[src/rtl/mem_ctrl.sv]
// mem_ctrl: memory-stage access controller for two external SRAMs and a UART
// that shares the RAM1 data bus.
//
// Ports:
//   clk_i, rst_i                 clock, async active-high reset
//   is_RAM1_i/is_UART_i/is_RAM2_i one-hot target select
//   addr_i, wdata_i              access address / store data
//   memread_i, memwrite_i        access type (both high = write)
//   ramN_addr_o                  SRAM address {2'b00, captured addr}
//   ramN_dout_o, ramN_doe_o      SRAM data out / bus drive enable
//   ramN_din_i                   SRAM data in
//   ramN_en_n_o/oe_n_o/we_n_o    SRAM strobes, active-low
//   uart_rdn_o, uart_wrn_o       UART strobes, active-low
//   uart_dready_i/tbre_i/tsre_i  UART status
//   mem1_res_o, mem2_res_o       registered read results
//   stall_o                      pipeline hold request (combinational)
//
// Build option: define UART_TIMEOUT_EN to bound the UART wait states with a
// 16-bit timer; timed-out reads return 16'hFFFF.
//
// state  | meaning
// IDLE   | accept request, answer 0xBF01 status reads in place
// R_ACC  | single-cycle SRAM read/write
// U_WR   | UART write strobe low, data on RAM1 bus
// U_WAIT | wait for transmitter empty
// U_RD   | wait for receive data, strobe rdn and capture
// DONE   | strobes idle, pipeline released

module mem_ctrl (
  input  logic        clk_i,
  input  logic        rst_i,
  input  logic        is_RAM1_i,
  input  logic        is_UART_i,
  input  logic        is_RAM2_i,
  input  logic [15:0] addr_i,
  input  logic [15:0] wdata_i,
  input  logic        memread_i,
  input  logic        memwrite_i,
  output logic [17:0] ram1_addr_o,
  output logic [17:0] ram2_addr_o,
  output logic [15:0] ram1_dout_o,
  output logic        ram1_doe_o,
  input  logic [15:0] ram1_din_i,
  output logic [15:0] ram2_dout_o,
  output logic        ram2_doe_o,
  input  logic [15:0] ram2_din_i,
  output logic        ram1_en_n_o,
  output logic        ram1_oe_n_o,
  output logic        ram1_we_n_o,
  output logic        ram2_en_n_o,
  output logic        ram2_oe_n_o,
  output logic        ram2_we_n_o,
  output logic        uart_rdn_o,
  output logic        uart_wrn_o,
  input  logic        uart_dready_i,
  input  logic        uart_tbre_i,
  input  logic        uart_tsre_i,
  output logic [15:0] mem1_res_o,
  output logic [15:0] mem2_res_o,
  output logic        stall_o
);

  typedef enum logic [2:0] {IDLE, R_ACC, U_WR, U_WAIT, U_RD, DONE} state_t;

  state_t      state_q, state_d;
  logic [15:0] addr_q, addr_d, wdata_q, wdata_d;
  logic        sel2_q, sel2_d, wr_q, wr_d;
  logic [15:0] res1_q, res1_d, res2_q, res2_d;
  logic        ram1_en_n_q, ram1_en_n_d, ram1_oe_n_q, ram1_oe_n_d, ram1_we_n_q, ram1_we_n_d;
  logic        ram2_en_n_q, ram2_en_n_d, ram2_oe_n_q, ram2_oe_n_d, ram2_we_n_q, ram2_we_n_d;
  logic        ram1_doe_q, ram1_doe_d, ram2_doe_q, ram2_doe_d;
  logic        wrn_q, wrn_d;
`ifdef UART_TIMEOUT_EN
  logic [15:0] tmr_q, tmr_d;
`endif

  logic req, ram_req, uart_req, uart_data, uart_imm, tx_empty, acc1, acc2;

  // UART accesses to any address other than the data register 0xBF00 are
  // completed in IDLE without stalling; only reads of 0xBF01 return status.
  // Treating them all as immediate avoids a permanent stall on stray addresses.
  assign req       = (memread_i | memwrite_i) & (is_RAM1_i | is_UART_i | is_RAM2_i);
  assign ram_req   = req & (is_RAM1_i | is_RAM2_i);
  assign uart_req  = req & is_UART_i & ~is_RAM1_i & ~is_RAM2_i;
  assign uart_data = (addr_i == 16'hBF00);
  assign uart_imm  = uart_req & ~uart_data;
  assign tx_empty  = uart_tbre_i & uart_tsre_i;

  always_comb begin
    state_d = state_q;
    addr_d  = addr_q;
    wdata_d = wdata_q;
    sel2_d  = sel2_q;
    wr_d    = wr_q;
    res1_d  = res1_q;
    res2_d  = res2_q;
`ifdef UART_TIMEOUT_EN
    tmr_d   = tmr_q;
`endif
    case (state_q)
      IDLE: begin
        // Request is sampled continuously here and frozen once we leave.
        addr_d  = addr_i;
        wdata_d = wdata_i;
        sel2_d  = is_RAM2_i & ~is_RAM1_i;
        wr_d    = memwrite_i;
`ifdef UART_TIMEOUT_EN
        tmr_d   = 16'hFFFE;  // reaches 0 on the 65535th waiting cycle
`endif
        if (ram_req)
          state_d = R_ACC;
        else if (uart_req && uart_data)
          state_d = memwrite_i ? U_WR : U_RD;
        else if (uart_imm && !memwrite_i && addr_i == 16'hBF01)
          res1_d = {14'b0, uart_dready_i, tx_empty};
      end
      R_ACC: begin
        if (!wr_q) begin
          if (sel2_q) res2_d = ram2_din_i;
          else        res1_d = ram1_din_i;
        end
        state_d = DONE;
      end
      U_WR: state_d = U_WAIT;
      U_WAIT: begin
        if (tx_empty)
          state_d = DONE;
`ifdef UART_TIMEOUT_EN
        else if (tmr_q == 16'd0)
          state_d = DONE;
        else
          tmr_d = tmr_q - 16'd1;
`endif
      end
      U_RD: begin
        if (uart_dready_i) begin
          res1_d  = ram1_din_i;
          state_d = DONE;
        end
`ifdef UART_TIMEOUT_EN
        else if (tmr_q == 16'd0) begin
          res1_d  = 16'hFFFF;
          state_d = DONE;
        end else
          tmr_d = tmr_q - 16'd1;
`endif
      end
      DONE:    state_d = IDLE;
      default: state_d = IDLE;
    endcase

    // Strobes are registered: decode them from the next state so they line
    // up with the state they belong to.
    acc1        = (state_d == R_ACC) & ~sel2_d;
    acc2        = (state_d == R_ACC) &  sel2_d;
    ram1_en_n_d = ~acc1;
    ram1_oe_n_d = ~(acc1 & ~wr_d);
    ram1_we_n_d = ~(acc1 &  wr_d);
    ram1_doe_d  = (acc1 & wr_d) | (state_d == U_WR);
    ram2_en_n_d = ~acc2;
    ram2_oe_n_d = ~(acc2 & ~wr_d);
    ram2_we_n_d = ~(acc2 &  wr_d);
    ram2_doe_d  = acc2 & wr_d;
    wrn_d       = ~(state_d == U_WR);
  end

  always_ff @(posedge clk_i or posedge rst_i) begin
    if (rst_i) begin
      state_q     <= IDLE;
      addr_q      <= 16'h0;
      wdata_q     <= 16'h0;
      sel2_q      <= 1'b0;
      wr_q        <= 1'b0;
      res1_q      <= 16'h0;
      res2_q      <= 16'h0;
      ram1_en_n_q <= 1'b1;
      ram1_oe_n_q <= 1'b1;
      ram1_we_n_q <= 1'b1;
      ram1_doe_q  <= 1'b0;
      ram2_en_n_q <= 1'b1;
      ram2_oe_n_q <= 1'b1;
      ram2_we_n_q <= 1'b1;
      ram2_doe_q  <= 1'b0;
      wrn_q       <= 1'b1;
`ifdef UART_TIMEOUT_EN
      tmr_q       <= 16'hFFFE;
`endif
    end else begin
      state_q     <= state_d;
      addr_q      <= addr_d;
      wdata_q     <= wdata_d;
      sel2_q      <= sel2_d;
      wr_q        <= wr_d;
      res1_q      <= res1_d;
      res2_q      <= res2_d;
      ram1_en_n_q <= ram1_en_n_d;
      ram1_oe_n_q <= ram1_oe_n_d;
      ram1_we_n_q <= ram1_we_n_d;
      ram1_doe_q  <= ram1_doe_d;
      ram2_en_n_q <= ram2_en_n_d;
      ram2_oe_n_q <= ram2_oe_n_d;
      ram2_we_n_q <= ram2_we_n_d;
      ram2_doe_q  <= ram2_doe_d;
      wrn_q       <= wrn_d;
`ifdef UART_TIMEOUT_EN
      tmr_q       <= tmr_d;
`endif
    end
  end

  assign ram1_addr_o = {2'b00, addr_q};
  assign ram2_addr_o = {2'b00, addr_q};
  assign ram1_dout_o = wdata_q;
  assign ram2_dout_o = wdata_q;
  assign ram1_doe_o  = ram1_doe_q;
  assign ram2_doe_o  = ram2_doe_q;
  assign ram1_en_n_o = ram1_en_n_q;
  assign ram1_oe_n_o = ram1_oe_n_q;
  assign ram1_we_n_o = ram1_we_n_q;
  assign ram2_en_n_o = ram2_en_n_q;
  assign ram2_oe_n_o = ram2_oe_n_q;
  assign ram2_we_n_o = ram2_we_n_q;
  assign uart_wrn_o  = wrn_q;
  // rdn follows dready within the U_RD cycle so the strobe and the capture
  // of ram1_din_i happen in the same cycle.
  assign uart_rdn_o  = ~((state_q == U_RD) & uart_dready_i);
  assign mem1_res_o  = res1_q;
  assign mem2_res_o  = res2_q;
  assign stall_o     = ~rst_i & (((state_q == IDLE) & req & ~uart_imm) |
                                 (state_q == R_ACC) | (state_q == U_WR) |
                                 (state_q == U_WAIT) | (state_q == U_RD));

endmodule
[config.mk]
export PLATFORM = sky130hd
export DESIGN_NAME = mem_ctrl
export DESIGN_NICKNAME = d
export VERILOG_FILES = /design/src/rtl/mem_ctrl.sv
export SDC_FILE = /design/constraint.sdc
export NUM_CORES = 1
export LEC_CHECK = 0
export CORE_UTILIZATION = 35
export CTS_BUF_LIST = sky130_fd_sc_hd__clkbuf_2 sky130_fd_sc_hd__clkbuf_4 sky130_fd_sc_hd__clkbuf_8
export DETAILED_ROUTE_END_ITERATION = 6
export PLACE_DENSITY = 0.77
export SYNTH_ARGS = -nofsm -noshare
export SYNTH_HDL_FRONTEND = slang
export SYNTH_SLANG_ARGS = --single-unit
[constraint.sdc]
create_clock -name clk_i -period 2 [get_ports clk_i]
set_input_delay 0.2 -clock clk_i [delete_from_list [all_inputs] [get_ports clk_i]]
set_output_delay 0.2 -clock clk_i [all_outputs]
set_load 0.02 [all_outputs]
* Yosys cells after proc, flatten, opt, wreduce, memory -nomap -nowiden *
Cells that the tools add are included.

word-level totals
  register bits after elaboration = 78
  latch bits = 0
  bits in writable memories = 0
  ROM bits = 0
  bits of input ports = 74
  logic and storage cells = 96
  memories kept = 0

operators by class
  add/sub/neg operators = 0
  $mul = 0
  div/mod/pow operators = 0
  order comparisons = 0
  equal/unequal tests = 14
  shifts and indexed selects = 0
  mux-type cells = 15
  bitwise gates (word level) = 43
  reduce and logical (&&, ||, !) cells = 8

operator list
  operator                                                          number
  16-bit two-way mux                                                6
  16-bit case mux with 3 select lines                               1
  16-bit == test (second input constant)                            2
  1-bit bitwise AND                                                 18
  1-bit inverter                                                    16
  3-bit two-way mux                                                 5
  3-bit case mux with 5 select lines                                1
  2-bit != test (second input constant)                             6
  3-bit by 2-bit == test with 1-bit output (second input constant)  3
  1-bit bitwise OR                                                  9
  7-bit AND reduction                                               1
  3-bit by 1-bit == test with 1-bit output (second input constant)  2
  3-bit == test (second input constant)                             1
  1-bit logical AND                                                 3
  3-bit zero test                                                   1
  3-bit AND reduction                                               1
  3-bit nonzero test                                                1
  1-bit two-way mux                                                 2
  1-bit zero test                                                   1

* Depth between registers and ports, before layout *
  word-level depth = 14
  mapped depth = 7
  mapped depth without buffers = 5

* Worst setup path after synthesis *
Ideal clock, no wire load.

  path kind = in2out
  start point = in addr_i[3]
  end point = out stall_o
  data arrival time = 1.983 ns
  setup slack = -0.183 ns
  stages = 4
  buffers on the path = 0
  path through = or4_1 or4_4 or3_1 a31oi_1

on the way
  word-level cells in the longest chain between the ends = 10

RTL lines
  what                            RTL line  source
  start: declaration              35        input logic [15:0] addr_i,
  16-bit == test                  85        assign uart_data = (addr_i == 16'hBF00);
  1-bit inverter                  86        assign uart_imm = uart_req & ~uart_data;
  1-bit bitwise AND               86
  1-bit inverter                  229       assign stall_o = ~rst_i & (((state_q == IDLE) & req & ~uart_imm) |
  1-bit bitwise AND               229
  1-bit bitwise OR                229
  1-bit bitwise OR (2 in series)  230       (state_q == R_ACC) | (state_q == U_WR) |
  1-bit bitwise OR                231       (state_q == U_WAIT) | (state_q == U_RD));
  1-bit bitwise AND               229
  end: declaration                60        output logic stall_o

No other way between the ends.

* Worst setup path after layout *
  start point = in addr_i[7]
  end point = out stall_o

The elaborated chain is that of the path after synthesis.

==> flow_metrics.py <==
metrics = {
    "outcome": {
        "status": "finished with violations",
        "violations": "negative setup slack",
    },
    "power_and_ir_drop": {
        "p_int_mw": 5.62,
        "p_total_mw": 9.23,
        "p_sw_mw": 3.61,
        "leakage_nw": 2.45,
        "power_frac_clock_pct": 15.1,
        "peakVddDrop_v": 0.000848,
        "p_sw_share_pct": 39.1,
        "combPwrFrac_pct": 55.3,
        "pwr_density_cell_nw_per_um2": 1690,
        "pwr-share-seq_pct": 29.5,
    },
    "run": {
        "maxCapViolCount": 0,
    },
    "sta": {
        "worst_slack_ps": -178,
        "rsz0062_at_grt": "true",
        "fmax_mhz": 459,
        "finalHoldViolCount": 0,
        "layout_min_cycle_time_ps": 2180,
        "slew_viol_final": 0,
        "finClkSkew_ps": 7.40,
        "setup_viol": 1,
        "fin_crit_sh_pct": 109,
    },
    "worst_setup_path": {
        "endpoint_kind": "output pin",
        "cp_data_required_time_ps": 1800,
        "crit_path_max_fanout": 2,
        "worst_ep_arrival_time_ps": 1980,
        "reg2reg_from": "state_q[2]$_DFF_PP0_",
        "crit_path_start_kind": "input port",
        "critPathLaunch": "addr_i[7]",
        "worstSetupPathType": "input port to output pin",
    },
    "synthesis": {
        "syn_avg_cell_area_um2": 10.4,
        "synthArstFlopShare_pct": 100,
        "synth_edf_count": 0,
        "synth_ff_type": "dfrtp_1",
        "yosys_warnings": 0,
        "yosysUniqueCellTypes": 38,
        "ys_seq_elements": 78,
        "syn_area_um2": 3350,
        "synth_cells": 322,
        "yosysSeqAreaShare_pct": 58.6,
    },
    "floorplan": {
        "die_h_um": 99.8,
        "start_util_pct": 36.2,
        "dieArea_um2": 9960,
        "placementRows": 35,
        "core_area_um2": 9240,
        "die_w_um": 99.8,
        "io_pins": 185,
    },
    "clocking": {
        "h-tree-depth": 3,
        "cts-root-buf": "clkbuf_8",
        "cts-hold-fix-buffers": 0,
        "cts.path.max_buffers": 2,
        "post_cts_buffers": 0,
        "cts_tree": "built",
        "clock_sinks": 78,
        "path_clk_slew_ps": 80,
        "clock_latency_ps": 330,
        "cts_buffers": 9,
    },
    "detailed_routing": {
        "wire_per_inst_um": 13.2,
        "first_pass_iters": 4,
        "drc": 0,
        "num_vias": 2771,
        "ant_nets": 0,
        "finalWirelength_um": 8200,
        "via_per_inst": 4.47,
        "first_iter_violations": 58,
    },
    "place": {
        "gp_congestion": 0.743,
        "pre_cts_slack_ps": -1050,
        "io_buffers": 180,
        "hpwl_um": 6310,
        "placed_area_um2": 5210,
    },
    "layout": {
        "drive_above_1_share_pct": 13.2,
        "fill_cells": 793,
        "fin_area_um2": 5450,
        "area_growth_pct": 62.7,
        "post-route-util_pct": 58.9,
        "nets": 561,
        "diodes": 0,
        "mostFrequentLayoutCells": "clkdlybuf4s50_1 (168), nand2_1 (108), dfrtp_1 (71)",
        "final_common_cell": "clkdlybuf4s50_1",
    },
    "hold_path": {
        "hp-class": "input port to flop",
        "hp-start": "addr_i[4]",
    },
    "global_routing": {
        "track_usage_pct": 16.4,
        "antenna_found_initial": 0,
        "first_global_vias": 2726,
        "grt_overflow": 0,
        "grt_pass1_wl_um": 12800,
        "grt_max_degree": 57,
    },
}
-- layout make-up --
| class | count | area, um^2 | area share, % |
|---|---|---|---|
| Timing Repair Buffer | 202 | 1980 | 36.4 |
| Inverter | 3 | 15.0 | 0.276 |
| Multi-Input combinational cell | 193 | 1090 | 20.0 |
| Clock buffer | 10 | 131 | 2.41 |
| Sequential cell | 78 | 1960 | 36.0 |
| Clock inverter | 5 | 108 | 1.98 |
| Tap cell | 129 | 161 | 2.96 |
-- worst paths after layout --
path	to	slack [ps]	cells past startpoint
hold reg to reg	mem2_res_o[4]$_DFFE_PP0P_	490	1
min in group asynchronous	mem1_res_o[1]$_DFFE_PP0P_	340	3
hold / removal	addr_q[4]$_DFFE_PP0P_	50	3
setup / recovery	stall_o	-180	6
max in group asynchronous	ram2_oe_n_o$_DFF_PP1_	1360	3
setup reg to reg	mem1_res_o[14]$_DFFE_PP0P_	250	7
-- logic make-up after synthesis --
logic type | count (synthesis) | synth area share (%)
simple gates | 144 | 18.3
flops | 78 | 58.6
buf+inv | 54 | 10.3
compound gates | 26 | 6.43
mux | 18 | 6.02
xor+xnor | 1 | 0.262
other cells | 1 | 0.112
-- critical path, stage by stage --
cell and delay (ps):
buf_6 90, or4_4 520, or4_4 440, or3_4 400, a31oi_2 160, buf_4 160
-- registers in the layout, summed over array words and instances (netlist names) --
| signal | flops |
|---|---|
| addr_q | 16 |
| mem1_res_o | 16 |
| mem2_res_o | 16 |
| ram1_doe_o | 1 |
| ram1_dout_o | 16 |
| ram1_en_n_o | 1 |
| ram1_oe_n_o | 1 |
| ram1_we_n_o | 1 |
| ram2_doe_o | 1 |
| ram2_en_n_o | 1 |
| ram2_oe_n_o | 1 |
| ram2_we_n_o | 1 |
| sel2_q | 1 |
| state_q | 3 |
| uart_wrn_o | 1 |
| wr_q | 1 |
-- layer usage --
| layer | vias up | global-route usage, % | wire length [um] |
|---|---|---|---|
| li1 | 1340 | - | - |
| met1 | 1319 | 20.2 | 3490 |
| met2 | 106 | 28.2 | 4120 |
| met3 | 6 | 3.62 | 510 |
| met4 | 0 | 5.88 | 80 |
| met5 | - | 0 | 0 |
-- what timing repair did --
| item | 4_1_cts | 5_1_grt |
|---|---|---|
| hold endpoints to repair | 0 | 0 |
| gates resized for setup | 28 | 2 |
| pin swaps | 6 | 0 |
| cloned | 0 | 0 |
| setup endpoints to repair | 21 | 2 |
-- metrics by stage --
| step | std cells | hold WS (ps) | TNS [ps] |
|---|---|---|---|
| after floorplan | 325 | 249 | -478 |
| after global placement | 605 | 467 | -12640 |
| after detailed placement | 605 | 477 | -13970 |
| after CTS | 620 | 32.7 | -176 |
| after global routing | 620 | 42.9 | -227 |
| final | 620 | 54.4 | -178 |
-- Yosys cell counts (all sizes together) (2+ instances only) --
| cell | instances | area [um^2] |
|---|---|---|
| a21oi | 3 | 15.0 |
| nor2b | 2 | 12.5 |
| clkbuf | 13 | 48.8 |
| or2 | 3 | 18.8 |
| dfstp | 7 | 184 |
| nor3 | 2 | 10.0 |
| dfrtp | 71 | 1780 |
| a22o | 14 | 123 |
| nand2 | 109 | 412 |
| mux2 | 17 | 191 |
| inv | 3 | 11.3 |
| o21ai | 2 | 10.0 |
| or4 | 2 | 18.8 |
| nand3 | 6 | 30.0 |
| a31oi | 2 | 12.5 |
| or3 | 2 | 12.5 |
| buf | 38 | 285 |
| nor2 | 13 | 48.8 |
-- power by group through the flow --
stage	logic [mW]	clock network, mW	registers, mW
2_1_floorplan	2.29	0	3.47
3_3_place_gp	5.05	0	2.73
3_5_place_dp	5.17	0	2.75
4_1_cts	5.16	1.44	2.74
5_1_grt	5.47	1.51	2.82
6_report	5.11	1.40	2.73
Power figures use the tool's default switching activity.
